$ cat src/rtl/noc_rr_arbiter_if.sv
// Request/grant bundle between the input buffers of one router output port and its arbiter.
// The arbiter takes the slave view; the requesting side (buffers or a bench) takes the master view.
interface noc_rr_arbiter_if #(
  parameter int N     = 5,
  parameter int IDX_W = 3
);
  logic [N-1:0]     req;
  logic [N-1:0]     tail;
  logic [N-1:0]     gnt;
  logic             gnt_valid;
  logic [IDX_W-1:0] gnt_idx;

  modport master (
    output req,
    output tail,
    input  gnt,
    input  gnt_valid,
    input  gnt_idx
  );

  modport slave (
    input  req,
    input  tail,
    output gnt,
    output gnt_valid,
    output gnt_idx
  );
endinterface

$ cat src/rtl/noc_rr_arbiter.sv
// Output-port arbiter: round-robin or fixed-priority, lock until tail/drop/timeout,
// re-arbitration on release with the outgoing holder excluded, all outputs registered.
module noc_rr_arbiter #(
  parameter int N        = 5,
  parameter int MODE_RR  = 1,
  parameter int MAX_HOLD = 0,
  parameter int CNT_W    = 8,
  parameter int IDX_W    = 3
) (
  input logic             clk,
  input logic             rst,
  noc_rr_arbiter_if.slave bus
);

  typedef enum logic {
    IDLE,
    GRANT
  } state_t;

  localparam logic [CNT_W-1:0] HOLD_LAST = (MAX_HOLD == 0) ? '0 : CNT_W'(MAX_HOLD - 1);
  localparam logic [CNT_W-1:0] HOLD_SAT  = '1;
  localparam logic [IDX_W-1:0] LAST_IDX  = IDX_W'(N - 1);
  localparam logic [IDX_W:0]   N_WIDE    = (IDX_W + 1)'(N);

  state_t           state_q, state_d;
  logic [N-1:0]     gnt_q, gnt_d;
  logic             gv_q, gv_d;
  logic [IDX_W-1:0] idx_q, idx_d;
  logic [IDX_W-1:0] ptr_q, ptr_d;
  logic [CNT_W-1:0] hold_q, hold_d;

  logic [N-1:0]     cand;
  logic [2*N-1:0]   dbl;
  logic [N-1:0]     rot;
  logic [IDX_W-1:0] off;
  logic [IDX_W-1:0] base;
  logic [IDX_W:0]   sum;
  logic             win_found;
  logic [IDX_W-1:0] win_idx;
  logic [IDX_W-1:0] ptr_nxt;

  logic holder_req;
  logic holder_tail;
  logic timeout;
  logic rel;
  logic grant_new;

  // gnt_q is zero in IDLE, so this mask is "everyone" there and "everyone but the holder" in GRANT.
  assign cand = bus.req & ~gnt_q;

  assign holder_req  = |(bus.req & gnt_q);
  assign holder_tail = |(bus.req & bus.tail & gnt_q);
  assign timeout     = (MAX_HOLD != 0) && (hold_q == HOLD_LAST);
  assign rel         = !holder_req || holder_tail || timeout;

  // Winner search: rotate candidates so the priority start sits at bit 0, take the lowest set
  // bit, then rotate the offset back into an absolute index.
  always_comb begin
    base = (MODE_RR != 0) ? ptr_q : '0;
    dbl  = {cand, cand};
    rot  = N'(dbl >> base);
    off  = '0;
    for (int j = N - 1; j >= 0; j--) begin
      if (rot[j]) off = IDX_W'(j);
    end
    win_found = |rot;
    sum       = {1'b0, off} + {1'b0, base};
    if (sum >= N_WIDE) sum = sum - N_WIDE;
    win_idx = sum[IDX_W-1:0];
    ptr_nxt = (win_idx == LAST_IDX) ? '0 : win_idx + IDX_W'(1);
  end

  // NOTE: every signal written here gets its hold value first, so no path can infer a latch.
  always_comb begin
    state_d   = state_q;
    gnt_d     = gnt_q;
    gv_d      = gv_q;
    idx_d     = idx_q;
    ptr_d     = ptr_q;
    hold_d    = hold_q;
    grant_new = 1'b0;

    case (state_q)
      IDLE: begin
        grant_new = win_found;
      end
      GRANT: begin
        if (rel) begin
          if (win_found) begin
            grant_new = 1'b1;
          end else begin
            state_d = IDLE;
            gnt_d   = '0;
            gv_d    = 1'b0;
            idx_d   = '0;
            hold_d  = '0;
          end
        end else if (hold_q != HOLD_SAT) begin
          hold_d = hold_q + CNT_W'(1);
        end
      end
      default: begin
        state_d = IDLE;
      end
    endcase

    if (grant_new) begin
      state_d = GRANT;
      gnt_d   = N'(1) << win_idx;
      gv_d    = 1'b1;
      idx_d   = win_idx;
      hold_d  = '0;
      ptr_d   = ptr_nxt;
    end
  end

  // NOTE: registers use non-blocking assignments so every flop samples pre-edge values.
  always_ff @(posedge clk) begin
    if (rst) begin
      state_q <= IDLE;
      gnt_q   <= '0;
      gv_q    <= 1'b0;
      idx_q   <= '0;
      ptr_q   <= '0;
      hold_q  <= '0;
    end else begin
      state_q <= state_d;
      gnt_q   <= gnt_d;
      gv_q    <= gv_d;
      idx_q   <= idx_d;
      ptr_q   <= ptr_d;
      hold_q  <= hold_d;
    end
  end

  assign bus.gnt       = gnt_q;
  assign bus.gnt_valid = gv_q;
  assign bus.gnt_idx   = idx_q;

  a_gnt_onehot0 : assert property (@(posedge clk) disable iff (rst) $onehot0(gnt_q));
  a_gnt_valid   : assert property (@(posedge clk) disable iff (rst) gv_q == (|gnt_q));
  a_gnt_idx     : assert property (@(posedge clk) disable iff (rst)
                    gv_q ? (gnt_q == (N'(1) << idx_q)) : (idx_q == '0));

endmodule

$ cat src/flat_wrapper.sv
// flat-port wrapper written by rule: the top's interface ports become plain ports
module noc_rr_arbiter_flat 
#(
  parameter int N        = 5,
  parameter int MODE_RR  = 1,
  parameter int MAX_HOLD = 0,
  parameter int CNT_W    = 8,
  parameter int IDX_W    = 3
)
  (clk, rst, bus_req, bus_tail, bus_gnt, bus_gnt_valid, bus_gnt_idx);
  noc_rr_arbiter_if #(.N(N), .IDX_W(IDX_W)) bus_i ();
  input logic clk;
  input logic rst;
  input wire logic [$bits(bus_i.req)-1:0] bus_req;
  input wire logic [$bits(bus_i.tail)-1:0] bus_tail;
  output wire logic [$bits(bus_i.gnt)-1:0] bus_gnt;
  output wire logic [$bits(bus_i.gnt_valid)-1:0] bus_gnt_valid;
  output wire logic [$bits(bus_i.gnt_idx)-1:0] bus_gnt_idx;
  assign bus_i.req = bus_req;
  assign bus_i.tail = bus_tail;
  assign bus_gnt = bus_i.gnt;
  assign bus_gnt_valid = bus_i.gnt_valid;
  assign bus_gnt_idx = bus_i.gnt_idx;
  noc_rr_arbiter #(.N(N), .MODE_RR(MODE_RR), .MAX_HOLD(MAX_HOLD), .CNT_W(CNT_W), .IDX_W(IDX_W)) u_core (.clk(clk), .rst(rst), .bus(bus_i));
endmodule
$ cat config.mk
export PLATFORM = sky130hd
export DESIGN_NAME = noc_rr_arbiter_flat
export DESIGN_NICKNAME = d
export VERILOG_FILES = /design/src/rtl/noc_rr_arbiter_if.sv /design/src/rtl/noc_rr_arbiter.sv /design/src/flat_wrapper.sv
export SDC_FILE = /design/constraint.sdc
export NUM_CORES = 1
export LEC_CHECK = 0
export ABC_AREA = 1
export CAP_MARGIN = 20
export CORE_MARGIN = 3
export CORE_UTILIZATION = 43
export CTS_CLUSTER_DIAMETER = 120
export CTS_CLUSTER_SIZE = 12
export DETAILED_ROUTE_END_ITERATION = 7
export GPL_ROUTABILITY_DRIVEN = 0
export GPL_TIMING_DRIVEN = 0
export PLACE_DENSITY = 0.71
export SYNTH_ARGS = -nofsm -noshare
export SYNTH_HDL_FRONTEND = slang
export SYNTH_SLANG_ARGS = --single-unit
$ cat constraint.sdc
create_clock -name clk -period 9.3 [get_ports clk]
set_clock_uncertainty 0.2 [all_clocks]
set_input_delay 2.79 -clock clk [delete_from_list [all_inputs] [get_ports clk]]
set_output_delay 2.79 -clock clk [all_outputs]
set_load 0.005 [all_outputs]
==> flow_summary.toml, run 1 <==
[worst_setup_path]
endpoint_kind = "flip-flop"
path_buf_inv = 4
cp-start-kind = "input pin"
arrival_ns = 6.07
critPathKind = "input pin to flip-flop"
crit_path_frequent_cell = "nand2_1"
worstPathCellList = "clkdlybuf4s50_1 > nand3_1 > nand3_1 > nand3_1 > nand2_1 > a31oi_1 > nor2_1 > ha_1 > fa_1 > inv_1 > ha_1 > inv_1 > o211ai_2 > nand2_1 > nand2_1 > nand2_1 > clkinv_1 > nand2_1 > nand3_1 > nand2_1 > nand2_1 > nand2_1 > nor2_1"
cpPeakStageDelay_ns = 0.51
slowest_stage = "clkdlybuf4s50_1"
crit_family = "simple AND/OR/NAND/NOR gates"
required_ns = 9.27
crit_fanout = 7

[drt]
drc = 0
antenna_left = 0
routed_via_density = 5.322
via_count = 1240
drt-wirelength-per-cell_um = 12.02
detail_route.iter0.violations = 48
drt_pass1_iterations = 5
routed_wl_um = 2801

[floorplanning]
coreArea_mm2 = 0.002522
io_pins = 21
die_w_um = 57.74
fp.dieH_um = 57.74
num_rows = 18
start_util_pct = 45.63
dieArea_mm2 = 0.003334

[final_layout]
antennaDiodeCount = 0
n_fill_cell = 258
drive_gt1_share_pct = 10.84
nets = 222
syn_to_final_growth_pct = 22.94

[yosys]
synth_warnings = 0
synth_flop_cell = "dfxtp_1"
synth_edf_count = 0
syn_nets = 197
yosys-top-cells-count = "nand3_1 (44), nand2_1 (43), inv_1 (17), dfxtp_1 (13), nor2_1 (12)"
syn_area_mm2 = 0.001151
synth.distinct_cells = 29
synth_seq_cells = 13
yosysMostFrequentCell = "nand3_1"
avgSynthCellArea_um2 = 6.431
netlist_top_cells_area = "dfxtp_1 (23%), nand3_1 (19%), nand2_1 (14%), inv_1 (5.5%), ha_1 (5.4%)"
synth_seq_area_share_pct = 22.61
async_flop_share_pct = 0
synth_top_area_share_pct = 22.61
synthCells = 179
yosysTopAreaCell = "dfxtp_1"

[clocking]
cts_tree = "built"
clock_sinks = 13
post-cts-setup-buffers = 0
cts_hold_buf = 0
cts_buffer_depth = 2
cts_resized = 0
htreeDepth = 1
cts_root_buf = "clkbuf_4"
clk_pin_slew_ns = 0.09
clk-insertion-delay-late_ns = 0.29
cts-buffers-inserted = 3

[run_status]
outcome = "finished clean"

[global_route]
grt_max_degree = 11
grt_use_total_pct = 17.88
grt_pass1_vias = 1205
antenna_found_initial = 0
grt_pass1_wl_um = 4885
grt_overflow = 0

[run]
maxCapViolCount = 0

[placed_design]
numPortBuffers = 20
place_hpwl_um = 2216

[timing]
tightest_slew_ns = 0.4524
drv_slew = 0
clock.fmax_mhz = 163.9
min_period_over_period_pct = 65.61
timing.setup.tns_ns = 0
finalHoldViolCount = 0
min_period_ns = 6.102
rsz0062_at_grt = "false"
slew_headroom_pct = 69.84
setup_viol = 0

[worst_hold_path]
holdCritPathClass = "flip-flop to flip-flop"
[registers in the layout (all words and copies together) (netlist names)]
name,cells
u_core.base,3
u_core.bus.gnt,5
u_core.bus.gnt_idx,3
u_core.bus.gnt_valid,1
u_core.state_q,1
[cell usage in the layout (no fill, tap or decap), drive strengths merged, types with 2 or more instances in the layout]
cell / count
clkbuf: 5
inv: 18
a31oi: 2
dfxtp: 13
o21a: 2
nor2: 14
buf: 3
a21oi: 12
nand3: 49
nand2: 47
clkdlybuf4s50: 20
o21ai: 3
ha: 5
nand4: 3
[path summary, 6_finish.rpt]
path	depth (start not counted)	start	to	slack, ns
worst max-delay path	23	bus_req[4]	u_core.base[2]	3.20
worst min-delay path	2	u_core.bus.gnt_valid	u_core.bus.gnt_valid	0.27
worst max register to register	23	u_core.base[0]	u_core.base[2]	5.64
worst min register to register	2	u_core.bus.gnt_valid	u_core.bus.gnt_valid	0.27
[final cells by class]
cell class              count  area (µm²)  area share (%)
plain buffers               4       28.78           2.034
clock buffers               4       26.28           1.857
inverters                  19       71.32           5.040
multi-input cells         143       790.8           55.88
flip-flops and latches     13       260.3           18.39
well taps                  30       37.54           2.653
repair buffers             20       200.2           14.15
[worst register-to-register path, stage by stage (launching register included)]
cell and delay [ns]:
dfxtp_1 0.48, inv_2 0.14, nand3_1 0.12, nand3_1 0.10
nand3_1 0.08, nand2_1 0.11, a31oi_1 0.16, nor2_1 0.06
ha_1 0.20, fa_1 0.49, inv_1 0.07, ha_1 0.19
inv_1 0.10, o211ai_2 0.12, nand2_1 0.21, nand2_1 0.07
nand2_1 0.11, clkinv_1 0.12, nand2_1 0.12, nand3_1 0.08
nand2_1 0.07, nand2_1 0.05, nand2_1 0.05, nor2_1 0.03
[stage by stage]
stage / cells / setup slack, ns / cell area [µm²] / hold slack (ns) / utilization (%)
2_1_floorplan: 179 / 3.798 / 1151 / 0.2574 / -
3_3_place_gp: 229 / 3.013 / 1389 / 0.2514 / 55.06
3_5_place_dp: 229 / 2.925 / 1389 / 0.2566 / 55.06
4_1_cts: 233 / 3.208 / 1415 / 0.2682 / 56.10
5_1_grt: 233 / 2.814 / 1415 / 0.3134 / 56.10
6_report: 233 / 3.198 / 1415 / 0.2652 / 56.10
[routing by layer]
metal	global-route usage, %	wire length (µm)	vias to the layer above
met5	0	0	-
met4	4.636	38	0
met3	2.673	81	9
met2	30.81	1333	22
met1	23.26	1348	555
li1	-	-	654
[kinds of logic after synthesis]
family | count (synthesis) | synth area share (%)
and+or+nand+nor | 115 | 49.35
buffers and inverters | 23 | 8.694
AOI/OAI and AO/OA | 21 | 11.41
DFF | 13 | 22.61
adders and majority gates | 6 | 7.174
xor gates and xnor gates | 1 | 0.7610
Power of run 1 is not shown: default switching activity piles up to over one toggle a cycle in this logic, so the estimate is an artifact.
==> run 2: changes to the inputs <==
- PLACE_DENSITY: 0.71 -> 0.73
- clock period: 9.3 -> 4.9 ns (I/O delays scaled with it)
==> run 2 against run 1 <==
- global-route usage about the same
- final area increased by 1.9%
- die area unchanged
- highest routed layer unchanged
- flip-flop and latch count unchanged
- routed wire length decreased by 0.57%
- first-iteration DRC count increased by 29%
- via count increased by 2.0%
- non-clock buffer count increased by 1
- worst setup slack got worse by 2.7 ns
- count of clock-buffer cells in the layout unchanged
- worst hold slack improved by 0.016 ns
- utilization increased by 1.1 points
==> flow_summary.toml, run 2 (synthesis results as in run 1) <==
[placed_design]
place_hpwl_um = 2275
place_area_mm2 = 0.001389
numPortBuffers = 20
preCtsSetupSlack_ns = -0.1566

[global_route]
grt_pass1_wl_um = 4850
use_met1_pct = 20.71
antenna_found_initial = 0
grt_use_total_pct = 17.85
grt_busiest_layer = "met2"
grt_overflow = 0
grt_max_degree = 11
met3_usage_pct = 3.786
grt.met2_usage_pct = 32.58
grt_pass1_vias = 1215

[floorplanning]
die_w_um = 57.74
fp.dieH_um = 57.74
coreArea_mm2 = 0.002522
dieArea_mm2 = 0.003334
start_util_pct = 45.63
num_rows = 18
io_pins = 21

[timing]
rsz0062_at_grt = "false"
tightest_slew_ns = 0.4265
setup_viol = 0
worst_slack_ns = 0.4983
drv_slew = 0
whs_ns = 0.2816
clock.fmax_mhz = 227.2
min_period_over_period_pct = 89.83
finalHoldViolCount = 0
slew_headroom_pct = 71.57
min_period_ns = 4.402

[worst_setup_path]
crit_fanout = 5
endpoint_kind = "flip-flop"
required_ns = 4.86
cp-start-kind = "input pin"
critPathKind = "input pin to flip-flop"
arrival_ns = 4.37

[drt]
routed_via_density = 5.406
routed_wl_um = 2785
drc = 0
drt_pass1_iterations = 4
detail_route.iter0.violations = 62
drt-wirelength-per-cell_um = 11.90
antenna_left = 0
via_count = 1265

[final_layout]
nets = 223
layout_commonest_cell = "nand3_1"
most-common-layout-cells = "nand3_1 (44), nand2_1 (41), inv_1 (16)"
syn_to_final_growth_pct = 25.33
stdcell_area_mm2 = 0.001443
largest_reg_flops = 5
drive_gt1_share_pct = 13.24
n_fill_cell = 253
antennaDiodeCount = 0

[clocking]
clk-insertion-delay-late_ns = 0.28
cts_tree = "built"
cts-buffers-inserted = 3
cts_buffer_depth = 2
clock_sinks = 13
htreeDepth = 1
clk_pin_slew_ns = 0.08
cts_root_buf = "clkbuf_4"

[run_status]
outcome = "finished clean"

[run]
maxCapViolCount = 0

[worst_hold_path]
holdCritPathClass = "flip-flop to flip-flop"
run 2: changes by cell type in the layout (fill, tap and decap cells not counted):
cell             delta
nand2_2             +2
ha_2                +1
dlymetal6s2s_1      +5
ha_1                -1
buf_4               +1
inv_1               -1
inv_2               +1
clkdlybuf4s50_1     -5
nand2_1             -2
run 2: timing repair:
action | in CTS | in global routing
hold buffers | 0 | 0
setup buffers | 0 | 1
hold endpoints to repair | 0 | 0
gates resized for setup | 0 | 9
endpoints found under the setup margin | 0 | 10
run 2: metal layers:
layer | up-vias | wire length [µm]
li1 | 654 | -
met1 | 580 | 1214
met2 | 25 | 1414
met3 | 6 | 106
met4 | 0 | 49
met5 | - | 0
run 2: final cells by class:
cell class / instances / area [µm²] / area share, %
Sequential cell: 13 / 260.3 / 18.04
Clock buffer: 4 / 26.28 / 1.821
Timing Repair Buffer: 21 / 220.2 / 15.26
Multi-Input combinational cell: 143 / 798.3 / 55.33
Buffer: 4 / 28.78 / 1.995
Tap cell: 30 / 37.54 / 2.602
Inverter: 19 / 71.32 / 4.944
run 2: worst max-delay path, cell delays in order:
cell            delay, ns
dlymetal6s2s_1       0.19
nand3_1              0.12
nand2_1              0.09
nand2_1              0.06
nand2_1              0.07
nand2_1              0.06
nand2_2              0.10
a31oi_1              0.08
nor2_1               0.11
ha_2                 0.20
fa_1                 0.44
inv_2                0.09
ha_1                 0.15
inv_1                0.07
o211ai_2             0.24
buf_4                0.15
nand3_1              0.07
nand2_1              0.10
nand2_1              0.08
nor2_1               0.15
nor2_1               0.06
o21ai_0              0.16
nor2_1               0.06
run 2: metrics by stage:
| step | setup TNS (ns) | utilization, % | instances |
|---|---|---|---|
| 6_report | 0 | 57.19 | 234 |
| 5_1_grt | 0 | 57.19 | 234 |
| 4_1_cts | 0 | 56.10 | 233 |
| 3_5_place_dp | -0.8140 | 55.06 | 229 |
| 3_3_place_gp | -0.1122 | 55.06 | 229 |
| 2_1_floorplan | 0 | - | 179 |
run 2: worst paths after layout:
path / startpoint / end / slack, ns / cells past startpoint
max reg2reg: u_core.base[0] / u_core.base[0] / 1.30 / 23
min reg2reg: u_core.bus.gnt_idx[2] / u_core.bus.gnt_idx[2] / 0.28 / 2
max: bus_req[4] / u_core.base[0] / 0.50 / 23
min: u_core.bus.gnt_idx[2] / u_core.bus.gnt_idx[2] / 0.28 / 2
Power of run 2 is left out for the same reason.
==> run 3: changes to the inputs <==
- CAP_MARGIN: 20 -> unset
- GPL_ROUTABILITY_DRIVEN: 0 -> unset
==> results of run 3 <==
Final layout, timing and power as in run 2 (identical DEF).
Power of run 3 is left out for the same reason.
